## src/rtl/l1_packet_scheduler_pkg.sv

```systemverilog
// Shared constants for the L1-current T2-MI packet scheduler.
// L1_LEN_BYTES sets the default L1 body length when it is not given on the command line.
`ifndef L1_LEN_BYTES
`define L1_LEN_BYTES 4
`endif

package l1_packet_scheduler_pkg;
  localparam logic [7:0]  L1_PKT_TYPE   = 8'h10;
  localparam int          L1_HDR_LEN    = 6;
  localparam int          L1_PREFIX_LEN = 2;
  localparam int          L1_CRC_LEN    = 4;
  localparam logic [31:0] CRC32_POLY    = 32'h04C1_1DB7;
  localparam logic [31:0] CRC32_INIT    = 32'hFFFF_FFFF;

  localparam logic [2:0] ST_IDLE   = 3'd0;
  localparam logic [2:0] ST_HEADER = 3'd1;
  localparam logic [2:0] ST_PREFIX = 3'd2;
  localparam logic [2:0] ST_BODY   = 3'd3;
  localparam logic [2:0] ST_CRC    = 3'd4;

  // One counter indexes every state, so it must span the longer of header and body.
  function automatic int cnt_width(input int len);
    return $clog2(len > L1_HDR_LEN ? len : L1_HDR_LEN);
  endfunction
endpackage

```

## src/rtl/l1_packet_scheduler_crc32_byte.sv

```systemverilog
// Combinational CRC-32 (MSB-first, unreflected) advance by one byte.
// Only present when L1_CRC32_EN is defined.
`ifdef L1_CRC32_EN
module crc32_byte
  import l1_packet_scheduler_pkg::*;
(
  input  logic [31:0] crc_i,
  input  logic [7:0]  byte_i,
  output logic [31:0] crc_o
);
  logic [31:0] c;

  always_comb begin
    c = crc_i ^ {byte_i, 24'h0};
    for (int b = 0; b < 8; b++) begin
      c = c[31] ? ((c << 1) ^ CRC32_POLY) : (c << 1);
    end
    crc_o = c;
  end
endmodule
`endif

```

## src/rtl/l1_packet_scheduler.sv

```systemverilog
// Emits a snapshot of the L1 byte bus as a T2-MI L1-current packet, one byte per accepted beat.
// Define L1_CRC32_EN to append a 4-byte CRC-32 trailer.
module l1_packet_scheduler
  import l1_packet_scheduler_pkg::*;
#(
  parameter int L1_LEN   = `L1_LEN_BYTES,
  parameter int SF_IDX_W = 4
) (
  input  logic                  CLK,
  input  logic                  RST,
  input  logic [8*L1_LEN-1:0]   L1_BUS,
  input  logic                  START,
  input  logic [7:0]            FRAME_IDX,
  input  logic [SF_IDX_W-1:0]   SF_IDX,
  input  logic                  RDY,
  output logic [7:0]            DATA,
  output logic                  VALID,
  output logic                  SOP,
  output logic                  EOP,
  output logic                  BUSY,
  output logic                  START_DROP
);
  localparam int              CNT_W       = cnt_width(L1_LEN);
  localparam logic [15:0]     PLEN        = 16'((2 + L1_LEN) * 8);
  localparam logic [CNT_W-1:0] HDR_LAST   = CNT_W'(L1_HDR_LEN - 1);
  localparam logic [CNT_W-1:0] PREFIX_LAST = CNT_W'(L1_PREFIX_LEN - 1);
  localparam logic [CNT_W-1:0] BODY_LAST  = CNT_W'(L1_LEN - 1);

  logic [2:0]          state_q, state_d, nxt_state;
  logic [CNT_W-1:0]    cnt_q, cnt_d, nxt_cnt;
  logic [7:0]          pkt_cnt_q, pkt_cnt_d;
  logic [7:0]          data_q, data_d, nxt_byte;
  logic                valid_q, valid_d, sop_q, sop_d, eop_q, eop_d, nxt_eop;
  logic                busy_q, busy_d, drop_q, drop_d;
  logic [8*L1_LEN-1:0] l1_q;
  logic [7:0]          fidx_q;
  logic [SF_IDX_W-1:0] sfidx_q;
  logic                acc, take;

  assign acc  = valid_q && RDY;
  assign take = START && !busy_q;

`ifdef L1_CRC32_EN
  localparam logic [CNT_W-1:0] CRC_LAST = CNT_W'(L1_CRC_LEN - 1);
  logic [31:0] crc_q, crc_d, crc_upd, crc_src;
  logic [1:0]  crc_sel;

  crc32_byte u_crc (.crc_i(crc_q), .byte_i(data_q), .crc_o(crc_upd));

  // The trailer is frozen once in ST_CRC; the first CRC byte must see the final body byte.
  assign crc_src = (state_q == ST_CRC) ? crc_q : crc_upd;
  assign crc_sel = 2'd3 - nxt_cnt[1:0];

  always_comb begin
    crc_d = crc_q;
    if (take)                              crc_d = CRC32_INIT;
    else if (acc && (state_q != ST_CRC))   crc_d = crc_upd;
  end

  always_ff @(posedge CLK) crc_q <= crc_d;
`endif

  // Position of the beat that follows the one currently presented, assuming it is accepted.
  always_comb begin
    nxt_state = state_q;
    nxt_cnt   = cnt_q + CNT_W'(1);
    case (state_q)
      ST_HEADER: if (cnt_q == HDR_LAST)    begin nxt_state = ST_PREFIX; nxt_cnt = '0; end
      ST_PREFIX: if (cnt_q == PREFIX_LAST) begin nxt_state = ST_BODY;   nxt_cnt = '0; end
`ifdef L1_CRC32_EN
      ST_BODY:   if (cnt_q == BODY_LAST)   begin nxt_state = ST_CRC;    nxt_cnt = '0; end
      ST_CRC:    if (cnt_q == CRC_LAST)    begin nxt_state = ST_IDLE;   nxt_cnt = '0; end
`else
      ST_BODY:   if (cnt_q == BODY_LAST)   begin nxt_state = ST_IDLE;   nxt_cnt = '0; end
`endif
      default:                             begin nxt_state = ST_IDLE;   nxt_cnt = '0; end
    endcase
  end

  always_comb begin
    nxt_byte = 8'h00;
    case (nxt_state)
      ST_HEADER: begin
        case (int'(nxt_cnt))
          0:       nxt_byte = L1_PKT_TYPE;
          1:       nxt_byte = pkt_cnt_q;
          2:       nxt_byte = 8'({sfidx_q, 4'h0});
          4:       nxt_byte = PLEN[15:8];
          5:       nxt_byte = PLEN[7:0];
          default: nxt_byte = 8'h00;
        endcase
      end
      ST_PREFIX: nxt_byte = (nxt_cnt == '0) ? fidx_q : 8'h00;
      ST_BODY:   nxt_byte = l1_q[{nxt_cnt, 3'b000} +: 8];
`ifdef L1_CRC32_EN
      ST_CRC:    nxt_byte = crc_src[{crc_sel, 3'b000} +: 8];
`endif
      default:   nxt_byte = 8'h00;
    endcase
  end

`ifdef L1_CRC32_EN
  assign nxt_eop = (nxt_state == ST_CRC) && (nxt_cnt == CRC_LAST);
`else
  assign nxt_eop = (nxt_state == ST_BODY) && (nxt_cnt == BODY_LAST);
`endif

  always_comb begin
    state_d   = state_q;
    cnt_d     = cnt_q;
    pkt_cnt_d = pkt_cnt_q;
    data_d    = data_q;
    valid_d   = valid_q;
    sop_d     = sop_q;
    eop_d     = eop_q;
    busy_d    = busy_q;
    drop_d    = START && busy_q;
    if (take) begin
      state_d = ST_HEADER;
      cnt_d   = '0;
      data_d  = L1_PKT_TYPE;
      valid_d = 1'b1;
      sop_d   = 1'b1;
      eop_d   = 1'b0;
      busy_d  = 1'b1;
    end else if (acc) begin
      state_d = nxt_state;
      cnt_d   = nxt_cnt;
      sop_d   = 1'b0;
      if (nxt_state == ST_IDLE) begin
        valid_d   = 1'b0;
        eop_d     = 1'b0;
        busy_d    = 1'b0;
        pkt_cnt_d = pkt_cnt_q + 8'd1;
      end else begin
        data_d = nxt_byte;
        eop_d  = nxt_eop;
      end
    end
  end

  always_ff @(posedge CLK) begin
    if (RST) begin
      state_q   <= ST_IDLE;
      cnt_q     <= '0;
      pkt_cnt_q <= 8'h00;
      data_q    <= 8'h00;
      valid_q   <= 1'b0;
      sop_q     <= 1'b0;
      eop_q     <= 1'b0;
      busy_q    <= 1'b0;
      drop_q    <= 1'b0;
    end else begin
      state_q   <= state_d;
      cnt_q     <= cnt_d;
      pkt_cnt_q <= pkt_cnt_d;
      data_q    <= data_d;
      valid_q   <= valid_d;
      sop_q     <= sop_d;
      eop_q     <= eop_d;
      busy_q    <= busy_d;
      drop_q    <= drop_d;
    end
  end

  // Snapshot so later bus changes cannot tear the packet in flight.
  always_ff @(posedge CLK) begin
    if (take) begin
      l1_q    <= L1_BUS;
      fidx_q  <= FRAME_IDX;
      sfidx_q <= SF_IDX;
    end
  end

  assign DATA       = data_q;
  assign VALID      = valid_q;
  assign SOP        = sop_q;
  assign EOP        = eop_q;
  assign BUSY       = busy_q;
  assign START_DROP = drop_q;
endmodule

```

## config.mk

```make
export PLATFORM = sky130hd
export DESIGN_NAME = l1_packet_scheduler
export DESIGN_NICKNAME = d
export VERILOG_FILES = /design/src/rtl/l1_packet_scheduler_pkg.sv /design/src/rtl/l1_packet_scheduler_crc32_byte.sv /design/src/rtl/l1_packet_scheduler.sv
export SDC_FILE = /design/constraint.sdc
export NUM_CORES = 1
export LEC_CHECK = 0
export CAP_MARGIN = 20
export CORE_ASPECT_RATIO = 0.6
export CORE_UTILIZATION = 55
export CTS_CLUSTER_DIAMETER = 50
export DETAILED_ROUTE_END_ITERATION = 8
export PLACE_DENSITY = 0.83
export SLEW_MARGIN = 30
export SYNTH_ARGS = -nofsm -noshare
export SYNTH_HDL_FRONTEND = slang
export SYNTH_SLANG_ARGS = --single-unit
```

## constraint.sdc

```tcl
create_clock -name CLK -period 6.1 [get_ports CLK]
set_clock_uncertainty 0.15 [all_clocks]
set_input_delay 1.525 -clock CLK [delete_from_list [all_inputs] [get_ports CLK]]
set_output_delay 1.525 -clock CLK [all_outputs]
set_load 0.1 [all_outputs]
```

# Yosys cells after proc, flatten, opt, wreduce, memory -nomap -nowiden
# Cells that the tools add are included.
# op_classes
add_sub_neg	2
eq_ne	14
n_shift	1
n_mux	22
n_bitwise	2
n_reduce_logical	14
# ops
cell	n
8-bit one-hot mux with 4 select lines	1
32-bit by 7-bit variable part select with 8-bit output	1
8-bit one-hot mux with 3 select lines	1
3-bit by 2-bit == test with 1-bit output, second input constant	7
3-bit 2-to-1 mux	6
3-bit one-hot mux with 3 select lines	2
5-bit 2-to-1 mux	3
3-bit by 1-bit == test with 1-bit output, second input constant	4
8-bit by 1-bit adder with 8-bit output, second input constant	1
1-bit 2-to-1 mux	8
8-bit 2-to-1 mux	1
3-bit == test, second input constant	2
3-bit logical NOT	2
2-bit AND reduction	3
1-bit logical AND	4
2-bit nonzero test	2
3-bit by 1-bit adder with 3-bit output, second input constant	1
3-bit AND reduction	1
2-bit inequality test, second input constant	1
1-bit NOT	2
2-bit OR reduction	1
1-bit logical NOT	1
# word_totals
register_bits	70
inputBits	48
output_inout_bits	13

# Logic depth before layout (Yosys ltp)
# logic_depth
word_depth	9
mapped_depth	9

# Worst setup path before layout
# Ideal clock, no wire load.
# synth_timing
kind	input to register
from	in START
to	reg state_q[2]
setup_ns	0.118
t_arrival_ns	4.358
slack_ns	1.474
path_stages	3
path_buffers	0
path_cell_list	nor2b_1 nor2_1 and3_1
# synth_between
elab_chain_len	2
# synth_rtl
item	line	text
from (decl)	l1_packet_scheduler.sv:12	input logic START,
1-bit logical AND	l1_packet_scheduler.sv:41	assign take = START && !busy_q;
2-bit OR reduction (no source line)	-	
to (signal assigned)	l1_packet_scheduler.sv:154	state_q <= state_d;
to (decl)	l1_packet_scheduler.sv:29	logic [2:0] state_q, state_d, nxt_state;
# Every way passes these cells.
# A chain may end at the register's enable or synchronous reset.

==> metrics <==
run status=completed; Netlist cell types=57; routed wl met2=3168 um; Max Freq=270.5 MHz; Synth Net Count=313; gr ovfl total=0; total track usage=0.2660; Ys Warns=0; crit path time final=3.697 ns; CTS resizes=0; first-pass GRT wire length=11360 um; final setup vio count=0; relative slew slack=0.3186; crit path cell chain=clkdlybuf4s50_1; Slowest-stage cell, CP=clkdlybuf4s50_1; Final Cycle Share=0.6061; Final ANT Viol Nets=0; fin. max-slew vios=0; CP Launch Point=BUSY$_SDFFE_PP0P_; clk_lat worst skew=0.35 ns; initial cell density of the core=0.5907; initial antenna violation count=0; unrepaired setup endpoints after global routing=no; Reg clk slew, reported paths=0.07 ns; DIE AREA=0.005959 mm^2; Placer Congestion=0.8815; worst min path class=flop to flop; vias per cell=6.033; met1 wire length=3197 um; routed len/inst=17.96 um; most frequent cells in the layout=clkdlybuf4s50_1 (60), edfxtp_1 (44), nor2_1 (28); first-pass detailed-route iteration total=4; DR top layer=met4; Core Area=0.005255 mm^2; TritonCTS clock tree=built; # IOs=61; Post-Syn Instances=260; P per Cell Area=270.8 mW/mm^2; maximum level of the CTS H-tree=3; CTS Hold Bufs=0; DRC viols=0; Crit Path Max Fanout=7; die height=60.20 um; delay-heaviest family, CP=buffers and inverters; Pleak=1.377 nW; final instance area=0.003960 mm^2; max cap viols=0; Die X=98.99 um; HPWL after DPL=5026 um; WP data required=4.43 ns; Buf+Inv Stages, Crit Path=1; Num CTS Buffers=9; Worst Hold Launch=EOP$_SDFFE_PP0P_; Worst-Margin Slew=1.019 ns; Synth Cell Area=0.003104 mm^2; most common cell after layout, fill and taps aside=clkdlybuf4s50_1; postcts setup bufs=0; Mean Syn Cell Area=11.94 um^2; Crit path largest cell delay=1.19 ns; met3 WL=578 um; Peak VDD IR=0.0001849 V; Core Rows=20; CTS Root Cell=clkbuf_8; final net count=374; ANT cells=0; P&R area growth vs syn=27.57%; worst setup path category=flop to output pin; vias in the first global route=2228; final wirelength=7042 um; 1st-iter DRT viols=207; worst r2r src=cnt_q[0]$_SDFFE_PP0P_; Seq/Total Area, Yosys=0.5933; final hold vios=0; clock sink total=70; fill count=343; PortBufs=60; share of cells above drive strength 1=0.1104; Critical Path AT=2.02 ns; CP endpoint kind=output pin; placed cell areas=0.003737 mm^2; Seq cells post-synth=70; startpoint types=flop; largest net degree at the start of global routing=28; total number of vias=2365; setup_tns=0 ns; Max clock buf depth=2
area by class of cell:
cell class / instances / area [um^2] / share of cell area
clock buffers: 9 / 123.9 / 0.03128
repair buffers: 61 / 608.1 / 0.1536
inverters: 5 / 18.77 / 0.004739
well taps: 66 / 82.58 / 0.02085
multi-input cells: 174 / 1186 / 0.2995
flip-flops and latches: 70 / 1842 / 0.4651
clock inverters: 7 / 98.84 / 0.02496
synth_stat cells, drive strengths merged:
cell | n | share of area
a311oi | 1 | 0.0028
o22ai | 2 | 0.0040
and3b | 2 | 0.0056
a211o | 1 | 0.0032
ha | 5 | 0.020
o2111ai | 7 | 0.020
xor2 | 3 | 0.0085
inv | 4 | 0.0048
a21boi | 1 | 0.0036
nor3 | 6 | 0.015
xnor2 | 2 | 0.0056
nand2 | 19 | 0.023
clkbuf | 6 | 0.0073
o211ai | 2 | 0.0048
or3 | 2 | 0.0040
nor2b | 3 | 0.0060
a32oi | 1 | 0.0028
or2 | 2 | 0.0048
and3 | 1 | 0.0020
o21ai | 20 | 0.037
nor4 | 8 | 0.023
nor3b | 1 | 0.0024
mux2i | 8 | 0.026
edfxtp | 44 | 0.43
nand3 | 1 | 0.0016
a211oi | 4 | 0.014
a21oi | 20 | 0.037
a31oi | 2 | 0.0089
nand4 | 4 | 0.013
o211a | 1 | 0.0032
a221oi | 4 | 0.011
buf | 5 | 0.014
nor2 | 29 | 0.036
nand4b | 1 | 0.0028
mux2 | 2 | 0.0073
clkinv | 1 | 0.0012
a22oi | 2 | 0.0048
dfxtp | 26 | 0.17
nand2b | 2 | 0.0040
a21o | 2 | 0.0048
o31ai | 2 | 0.0048
nand3b | 1 | 0.0024
sequential cells by signal, indices dropped and copies added (netlist names), 3 cells and up:
name / cells
fidx_q: 8
DATA: 8
pkt_cnt_q: 8
l1_q: 32
sfidx_q: 4
cnt_q: 3
state_q: 3
stage by stage:
stage / utilization / worst slack (ns) / power, mW / std cells / hold WS, ns
after floorplan: - / 1.474 / 0.6221 / 260 / 0.3207
after global placement: 0.7112 / 2.555 / 0.6682 / 376 / 0.3346
after detailed placement: 0.7112 / 2.464 / 0.6726 / 376 / 0.3390
after CTS: 0.7536 / 2.380 / 1.076 / 392 / 0.3592
after global routing: 0.7536 / 2.321 / 1.109 / 392 / 0.3782
final: 0.7536 / 2.403 / 1.073 / 392 / 0.3568
power breakdown:
| group | switching [mW] | internal, mW | total (mW) |
|---|---|---|---|
| clock | 0.178 | 0.231 | 0.409 |
| combinational | 0.0708 | 0.0492 | 0.120 |
| sequential | 0.0138 | 0.529 | 0.543 |
worst paths after layout:
| check | cells after the start | to | slack (ns) |
|---|---|---|---|
| setup reg to reg | 7 | DATA[2]$_SDFFE_PP0P_ | 2.72 |
| hold reg to reg | 2 | EOP$_SDFFE_PP0P_ | 0.36 |
| setup / recovery | 1 | VALID | 2.40 |
| hold / removal | 2 | EOP$_SDFFE_PP0P_ | 0.36 |
cell families after synthesis:
kind of cell             share of synthesized area
AO/OA/AOI/OAI                               0.1669
XOR/XNOR                                   0.01411
adder cells (fa/ha/maj)                    0.02015
buffers and inverters                      0.02700
flip-flops                                  0.5933
multiplexers                               0.03305
AND/OR/NAND/NOR                             0.1455
layer usage:
layer | track usage | up-vias
met5 | 0 | -
met4 | 0.07889 | 0
met3 | 0.09942 | 16
met2 | 0.3956 | 109
met1 | 0.3660 | 1124
li1 | - | 1116
(Power assumes the default switching activity.)
